$ cat src/rtl/rv32_pkg.sv
//------------------------------------------------------------------------------
// rv32_pkg : shared RV32 encodings for the EX/MEM stage
// Revision : 1.0 - initial release
//------------------------------------------------------------------------------
`default_nettype none

package rv32_pkg;

  localparam logic [2:0] BR_BEQ  = 3'b000;
  localparam logic [2:0] BR_BNE  = 3'b001;
  localparam logic [2:0] BR_BLT  = 3'b100;
  localparam logic [2:0] BR_BGE  = 3'b101;
  localparam logic [2:0] BR_BLTU = 3'b110;
  localparam logic [2:0] BR_BGEU = 3'b111;

  localparam logic [1:0] RES_ALU  = 2'b00;
  localparam logic [1:0] RES_LOAD = 2'b01;
  localparam logic [1:0] RES_LINK = 2'b10;

  typedef enum logic [0:0] {
    ST_RUN  = 1'b0,
    ST_KILL = 1'b1
  } stage_state_e;

endpackage

`default_nettype wire

$ cat src/rtl/branch_cond.sv
//------------------------------------------------------------------------------
// branch_cond : evaluates the RV32I branch condition from funct3 and ALU flags
// Revision    : 1.0 - initial release
//------------------------------------------------------------------------------
`default_nettype none

module branch_cond
  import rv32_pkg::*;
(
  input  logic [2:0] funct3,
  input  logic       alu_zero,
  input  logic       alu_n,
  input  logic       alu_v,
  input  logic       alu_c,
  output logic       cond
);

  // C is the carry-out of A + ~B + 1, so C=1 means A >= B unsigned.
  always_comb begin
    cond = 1'b0;
    case (funct3)
      BR_BEQ:  cond = alu_zero;
      BR_BNE:  cond = ~alu_zero;
      BR_BLT:  cond = alu_n ^ alu_v;
      BR_BGE:  cond = ~(alu_n ^ alu_v);
      BR_BLTU: cond = ~alu_c;
      BR_BGEU: cond = alu_c;
      default: cond = 1'b0;
    endcase
  end

endmodule

`default_nettype wire

$ cat src/rtl/ex_mem_stage.sv
//------------------------------------------------------------------------------
// ex_mem_stage : branch resolution, PC redirect and EX/MEM pipeline register
// Revision     : 1.0 - initial release
//------------------------------------------------------------------------------
`default_nettype none

module ex_mem_stage
  import rv32_pkg::*;
#(
  parameter int XLEN       = 32,
  parameter int KILL_SLOTS = 2,
  parameter int CNT_W      = 32
) (
  input  logic             clk,
  input  logic             rst_n,
  input  logic             flush,
  input  logic             ex_valid,
  output logic             ex_stall,
  input  logic [XLEN-1:0]  alu_result,
  input  logic             alu_zero,
  input  logic             alu_n,
  input  logic             alu_v,
  input  logic             alu_c,
  input  logic             branch,
  input  logic             jump,
  input  logic             jalr,
  input  logic [2:0]       funct3,
  input  logic [XLEN-1:0]  pc_plus4,
  input  logic [XLEN-1:0]  pc_target,
  input  logic [XLEN-1:0]  rs2_data,
  input  logic [4:0]       rd,
  input  logic             reg_write,
  input  logic             mem_write,
  input  logic [1:0]       result_src,
  output logic             pc_src,
  output logic [XLEN-1:0]  pc_redirect,
  output logic             mem_valid,
  input  logic             mem_ready,
  output logic [XLEN-1:0]  mem_result,
  output logic [XLEN-1:0]  mem_wdata,
  output logic [4:0]       mem_rd,
  output logic             mem_reg_write,
  output logic             mem_mem_write,
  output logic [1:0]       mem_result_src,
  output logic [CNT_W-1:0] branch_cnt,
  output logic [CNT_W-1:0] taken_cnt
);

  localparam int KW = (KILL_SLOTS < 2) ? 1 : $clog2(KILL_SLOTS + 1);

  stage_state_e  r_state;
  logic [KW-1:0] r_kill_cnt;

  logic w_cond;
  logic w_advance;
  logic w_squash;
  logic w_live;
  logic w_taken;

  branch_cond u_branch_cond (
    .funct3   (funct3),
    .alu_zero (alu_zero),
    .alu_n    (alu_n),
    .alu_v    (alu_v),
    .alu_c    (alu_c),
    .cond     (w_cond)
  );

  assign w_advance   = ~mem_valid | mem_ready;
  assign w_squash    = (r_state == ST_KILL);
  assign w_live      = ex_valid & ~w_squash & ~flush;
  assign w_taken     = jump | (branch & w_cond);
  assign ex_stall    = mem_valid & ~mem_ready;
  assign pc_src      = w_advance & w_live & w_taken;
  assign pc_redirect = jalr ? {alu_result[XLEN-1:1], 1'b0} : pc_target;

  always_ff @(posedge clk or negedge rst_n) begin
    if (!rst_n) begin
      mem_valid      <= 1'b0;
      mem_result     <= '0;
      mem_wdata      <= '0;
      mem_rd         <= '0;
      mem_reg_write  <= 1'b0;
      mem_mem_write  <= 1'b0;
      mem_result_src <= '0;
      branch_cnt     <= '0;
      taken_cnt      <= '0;
      r_state        <= ST_RUN;
      r_kill_cnt     <= '0;
    end else if (flush) begin
      mem_valid      <= 1'b0;
      mem_result     <= '0;
      mem_wdata      <= '0;
      mem_rd         <= '0;
      mem_reg_write  <= 1'b0;
      mem_mem_write  <= 1'b0;
      mem_result_src <= '0;
      r_state        <= ST_RUN;
      r_kill_cnt     <= '0;
    end else begin
      if (w_advance) begin
        mem_valid      <= w_live;
        mem_result     <= jump ? pc_plus4 : alu_result;
        mem_wdata      <= rs2_data;
        mem_rd         <= rd;
        mem_reg_write  <= reg_write & w_live;
        mem_mem_write  <= mem_write & w_live;
        mem_result_src <= result_src;
        if (w_live) begin
          branch_cnt <= branch_cnt + {{(CNT_W-1){1'b0}}, branch};
          taken_cnt  <= taken_cnt + {{(CNT_W-1){1'b0}}, w_taken};
        end
      end

      // Each wrong-path slot that drains out of EX uses up one kill credit.
      case (r_state)
        ST_RUN: begin
          if (pc_src && (KILL_SLOTS != 0)) begin
            r_state    <= ST_KILL;
            r_kill_cnt <= KW'(KILL_SLOTS);
          end
        end
        ST_KILL: begin
          if (w_advance && ex_valid) begin
            if (r_kill_cnt <= KW'(1)) begin
              r_state    <= ST_RUN;
              r_kill_cnt <= '0;
            end else begin
              r_kill_cnt <= r_kill_cnt - KW'(1);
            end
          end
        end
        default: begin
          r_state    <= ST_RUN;
          r_kill_cnt <= '0;
        end
      endcase
    end
  end

endmodule

`default_nettype wire
$ cat config.mk
export PLATFORM = sky130hd
export DESIGN_NAME = ex_mem_stage
export DESIGN_NICKNAME = d
export VERILOG_FILES = /design/src/rtl/rv32_pkg.sv /design/src/rtl/branch_cond.sv /design/src/rtl/ex_mem_stage.sv
export SDC_FILE = /design/constraint.sdc
export NUM_CORES = 1
export LEC_CHECK = 0
export ABC_AREA = 1
export CORE_MARGIN = 2
export CORE_UTILIZATION = 47
export CTS_CLUSTER_DIAMETER = 100
export DETAILED_ROUTE_END_ITERATION = 8
export PLACE_DENSITY_LB_ADDON = 0.15
export SETUP_SLACK_MARGIN = 0.1
export SLEW_MARGIN = 40
export SYNTH_ARGS = -nofsm -noshare
export SYNTH_HDL_FRONTEND = slang
export SYNTH_HIERARCHICAL = 1
export SYNTH_SLANG_ARGS = --single-unit
export TNS_END_PERCENT = 30
$ cat constraint.sdc
create_clock -name clk -period 4.2 [get_ports clk]
set_input_delay 1.26 -clock clk [delete_from_list [all_inputs] [get_ports clk]]
set_output_delay 1.26 -clock clk [all_outputs]
set_load 0.005 [all_outputs]
== Yosys cells after proc, flatten, opt, wreduce, memory -nomap -nowiden ==
Cells that the tools add are included.
Word-level totals
  RAM bits: 0
  register bits: 141
  memories kept: 0
  latch bits: 0
  memory bits (read-only): 0
  input port bits: 152
  output and inout bits: 172
Operators by class
  reductions and logical operators: 5
  eq/ne operators: 7
  shifts and indexed selects: 0
  add/subtract/negate cells: 3
  multiply operators: 0
  multiplexer cells: 27
  $lt $le $gt $ge: 1
  div/mod/pow operators: 0
  bitwise logic cells: 18
Operators with widths (number)
  32-bit 2-to-1 mux: 6
  32-bit by 1-bit adder with 32-bit output: 2
  3-bit == test (second input constant): 4
  2-bit 2-to-1 mux: 6
  1-bit 2-to-1 mux: 10
  5-bit 2-to-1 mux: 2
  1-bit AND: 8
  1-bit inverter: 7
  1-bit one-hot mux with 6 select lines: 1
  2-bit one-hot mux with 2 select lines: 1
  3-bit by 1-bit == test with 1-bit output (second input constant): 1
  3-bit zero test: 1
  3-bit by 2-bit != test with 1-bit output (second input constant): 1
  3-bit != test (second input constant): 1
  3-bit AND reduction: 1
  2-bit by 1-bit less-or-equal comparator with 1-bit output (second input constant): 1
  1-bit bitwise OR: 2
  1-bit one-hot mux with 2 select lines: 1
  2-bit AND reduction: 1
  2-bit nonzero test: 1
  2-bit by 1-bit subtractor with 2-bit output (second input constant): 1
  1-bit logical AND: 1
  1-bit bitwise XOR: 1

== Logic depth before layout (Yosys ltp) ==
  depth in word-level cells: 9
  gate-level depth with buffers: 17
  gate-level depth less buffers: 17

== By module ==
Netlist, hierarchy kept.
Modules (own cells, without submodules)
  ex_mem_stage: area an instance 7452.1 µm², cells an instance 917, sequential area each 3528.4 µm², instances 1
  branch_cond: area an instance 111.4 µm², cells an instance 27, sequential area each 0.0 µm², instances 1

== Worst setup path after synthesis ==
OpenSTA, ideal clock, no wires.
  path kind: input to output
  start: in mem_ready
  end: out pc_src
  data required time: 2.940 ns
  cell stages on the path: 8
  arrival: 2.131 ns
  path slack: 0.809 ns
  path through: inv_1 nand2_2 nand3_4 buf_6 inv_1 buf_2 nand2_1 inv_1
On the way
  cells in the longest elaborated chain, start to end: 3
Ends and longest elaborated chain
  start: declaration: RTL line ex_mem_stage.sv:38  | input logic mem_ready,
  1-bit bitwise OR: RTL line ex_mem_stage.sv:69  | assign w_advance = ~mem_valid | mem_ready;
  1-bit AND (2 in series): RTL line ex_mem_stage.sv:74  | assign pc_src = w_advance & w_live & w_taken;
  end: declaration: RTL line ex_mem_stage.sv:35  | output logic pc_src,
Every way passes these cells.

== Final worst setup path ==
  start: in funct3[2]
  end: out pc_src
On the way
  cells in the longest elaborated chain, start to end: 5
  elaborated cells on any way between the ends: 10
  classes of those cells: eq/ne (5); mux (1); bitwise (3); reduce/logical (1)
Ends and longest elaborated chain
  start: declaration: RTL line ex_mem_stage.sv:27  | input logic [2:0] funct3,
  3-bit == test, or another cell as far along: RTL line branch_cond.sv:21  | case (funct3)
  1-bit one-hot mux with 6 select lines (*): RTL line branch_cond.sv:21
  named net w_cond: RTL line ex_mem_stage.sv:54  | logic w_cond;
  1-bit AND (*): RTL line ex_mem_stage.sv:72  | assign w_taken = jump | (branch & w_cond);
  1-bit bitwise OR (*): RTL line ex_mem_stage.sv:72
  1-bit AND (*): RTL line ex_mem_stage.sv:74
The timed path passes the listed nets; every way through them passes the cells marked *.

==> metrics.txt <==
outcome complete, no violations; HPWL Detailed around 19,000 µm; gr ovfl total 0; Slew headroom between 40 and 50%; initial core utilization a little under half; GP Congestion between 0.8 and 0.9; FP Rows 46; minimum period implied by the final worst setup slack ~3.9 ns; CP max FO 3; worst vdd ir 0.330 mV; Die H approximately 130 µm; DR WL/cell ~17 µm; DRT iter0 DRCs 600; syn avg cell area approximately 8.0 µm²; dpl cell area approximately 11,000 µm²; initial antenna violation count 0; FF+latch area about 3500 µm²; Tcrit/Tclk final a little over nine tenths; Worst EP arrival roughly 2.7 ns; share of the yosys chip area belonging to registers a little under half; Critical Path, Cell by Cell clkdlybuf4s50_1, inv_1, nor2_1, nand2_1, nand4_1, nand2_2, nand2_2, nand2_2, inv_1, dlygate4sd2_1; first-pass GRT wire length about 38,000 µm; P&R area growth vs syn 54.5%; insertion delay to the later sink of the worst-skew pair 0.43 ns; setup_tns 0 ns; slowest stage delay, CP between 0.4 and 0.5 ns; fin area around 12,000 µm²; # IOs 324; Slowest cell on crit path clkdlybuf4s50_1; largest net degree at the start of global routing 74; Setup violations, final 0; share of layout cells above drive strength 1 slightly below 9%; Initial DRT Pass Iterations 6; Post-CTS Hold Fix Bufs 0; f_max 253 MHz; post-route ant nets 0; Cell Area, Synth between 7000 and 8000 µm²; DR vias/cell 5.15; DR DRC count 0; area taken by multi-input logic gates between 3000 and 4000 µm²; Worst Hold Class reg -> reg; Root Driver clkbuf_16; CP Data Required Time 2.94 ns; total track usage 29.6%; core footprint between 15,000 and 20,000 µm²; Syn. warnings 6; Synth Instances 944; Fillers approximately 1,200; CP Class in -> out; Final Hold Vio Count 0; max-cap viol count 0; Pleak just over 5 nW; port buffer count approximately 320; H-tree Lvls 4; total nets after synthesis roughly 1,100; pwr/cell area approximately 320 nW/µm²; Yosys cell types 35; routed vias 7,666; Final Net Count approximately 1,400; Setup Skew between 0.01 and 0.015 ns; Die ar. approximately 17,000 µm²; Die W approximately 130 µm; vias in the first global route 7,289; Num CTS Buffers 17; critical path capture point type output pin; critical path's most frequent cell nand2_2; Least-Margin Pin Slew between 0.7 and 0.8 ns; postcts setup bufs 0; CTS tree built; R2R Setup Slk approximately 2.3 ns; CP Launch Type primary input; clock-pin slew on the worst setup and hold paths roughly 0.050 ns; FF+latch count, synth around 140; WL final between 20,000 and 30,000 µm; clock sinks between 100 and 150; CTS Buffer Depth 2; Slew Limit Fails 0; RSZ-0062 raised after global routing no
[synth_stat cells, drive strengths merged]
master  instances  area (µm²)
nand3         150         798
o21ai          12        60.1
o21bai          2        15.0
a32o            2        20.0
dfrtp         141        3530
nand3b          6        45.0
o211ai          1        7.51
nor3            5        36.3
xor2           10        87.6
buf            22         105
nand2         233         890
and3            1        6.26
nand4          14        87.6
inv            74         278
nor2          159         671
mux2           31         349
nor3b           1        7.51
xnor2          22         193
clkbuf         19        71.3
and2            2        12.5
a21oi           1        5.00
ha              4        50.1
o31ai          32         240
[through the flow]
step / power (mW) / cells / setup WS [ns] / hold slack (ns) / util (%)
finish: 3.75 / 1489 / 0.254 / 0.499 / 73.8
floorplan: 1.77 / 944 / 0.809 / 0.484 / -
global route: 3.89 / 1488 / 0.113 / 0.515 / 73.8
detailed placement: 2.26 / 1457 / 0.0172 / 0.487 / 69.8
global placement: 2.25 / 1457 / 0.0597 / 0.482 / 69.8
CTS: 3.76 / 1487 / 0.102 / 0.503 / 73.5
[where the power goes]
part           leakage, nW  internal (mW)  switching [mW]  total, mW
Sequential            1.88           1.45          0.0819       1.53
Clock                0.280          0.919           0.583       1.50
Combinational         2.99          0.412           0.303      0.715
[placed cells by master (no fill, tap or decap), drive strengths merged]
cell,Yosys,routed
nand4,14,14
dfrtp,141,141
bufinv,0,3
nor2,159,159
diode,0,1
dlymetal6s2s,0,5
nor3,5,5
o31ai,32,32
o21ai,12,12
a32o,2,2
xor2,10,10
nand3,150,150
clkbuf,19,18
a21oi,1,1
buf,22,16
mux2,31,31
nor3b,1,1
clkinv,0,8
and3,1,1
o21bai,2,2
xnor2,22,22
inv,74,73
and2,2,2
ha,4,4
dlygate4sd2,0,1
clkinvlp,0,3
nand2,233,233
o211ai,1,1
clkdlybuf4s50,0,316
nand3b,6,6
[layer usage]
layer | vias up | share of wire (%) | GRT usage, %
li1 | 3713 | - | -
met5 | - | 0 | 0
met1 | 3583 | 37 | 34.1
met4 | 0 | 4.6 | 14.1
met2 | 299 | 50 | 49.4
met3 | 71 | 7.6 | 10.3
[state kept, by name, indices dropped and copies added (netlist names), 2 cells and up]
signal	count
mem_result_src	2
taken_cnt	32
mem_rd	5
mem_wdata	32
mem_result	32
branch_cnt	32
r_kill_cnt	2
[area by class of cell]
cell class	instances	area share, %
Multi-Input combinational cell	688	30.8
Sequential cell	141	30.2
Timing Repair Buffer	339	29.4
Clock buffer	17	3.64
Inverter	74	2.39
Tap cell	216	2.31
Clock inverter	13	1.30
Antenna cell	1	0.0214
[logic make-up (layout without fill, tap and decap cells)]
logic type | after synthesis | after routing | synth area share (%)
adder cells (fa/ha/maj) | 4 | 4 | 0.662
buffers and inverters | 115 | 443 | 6.00
AND/OR/NAND/NOR | 571 | 571 | 33.8
AO/OA/AOI/OAI | 50 | 50 | 4.60
XOR/XNOR | 32 | 32 | 3.71
other | 0 | 1 | 0
multiplexers | 31 | 31 | 4.62
flip-flops | 141 | 141 | 46.7
[critical path: cells and delay by family]
| kind | cells | cell delay, ns |
|---|---|---|
| buf+inv | 4 | 0.89 |
| simple gates | 6 | 0.53 |
[repair_timing]
item,CTS,global route
gates resized for setup,1,9
cloned,0,1
pin swaps,0,2
hold endpoints to repair,0,0
endpoints found under the setup margin,1,14
[final timing paths]
check                                          start                         to  cells past startpoint
min reg2reg                taken_cnt[11]$_DFFE_PN0P_  taken_cnt[11]$_DFFE_PN0P_                      1
max                                        funct3[2]                     pc_src                     10
min                        taken_cnt[11]$_DFFE_PN0P_  taken_cnt[11]$_DFFE_PN0P_                      1
min in group asynchronous                      rst_n  taken_cnt[15]$_DFFE_PN0P_                      1
max in group asynchronous                      rst_n   taken_cnt[4]$_DFFE_PN0P_                      2
max reg2reg                        r_state$_DFF_PN0_  taken_cnt[19]$_DFFE_PN0P_                      7
Power figures use the tool's default switching activity.
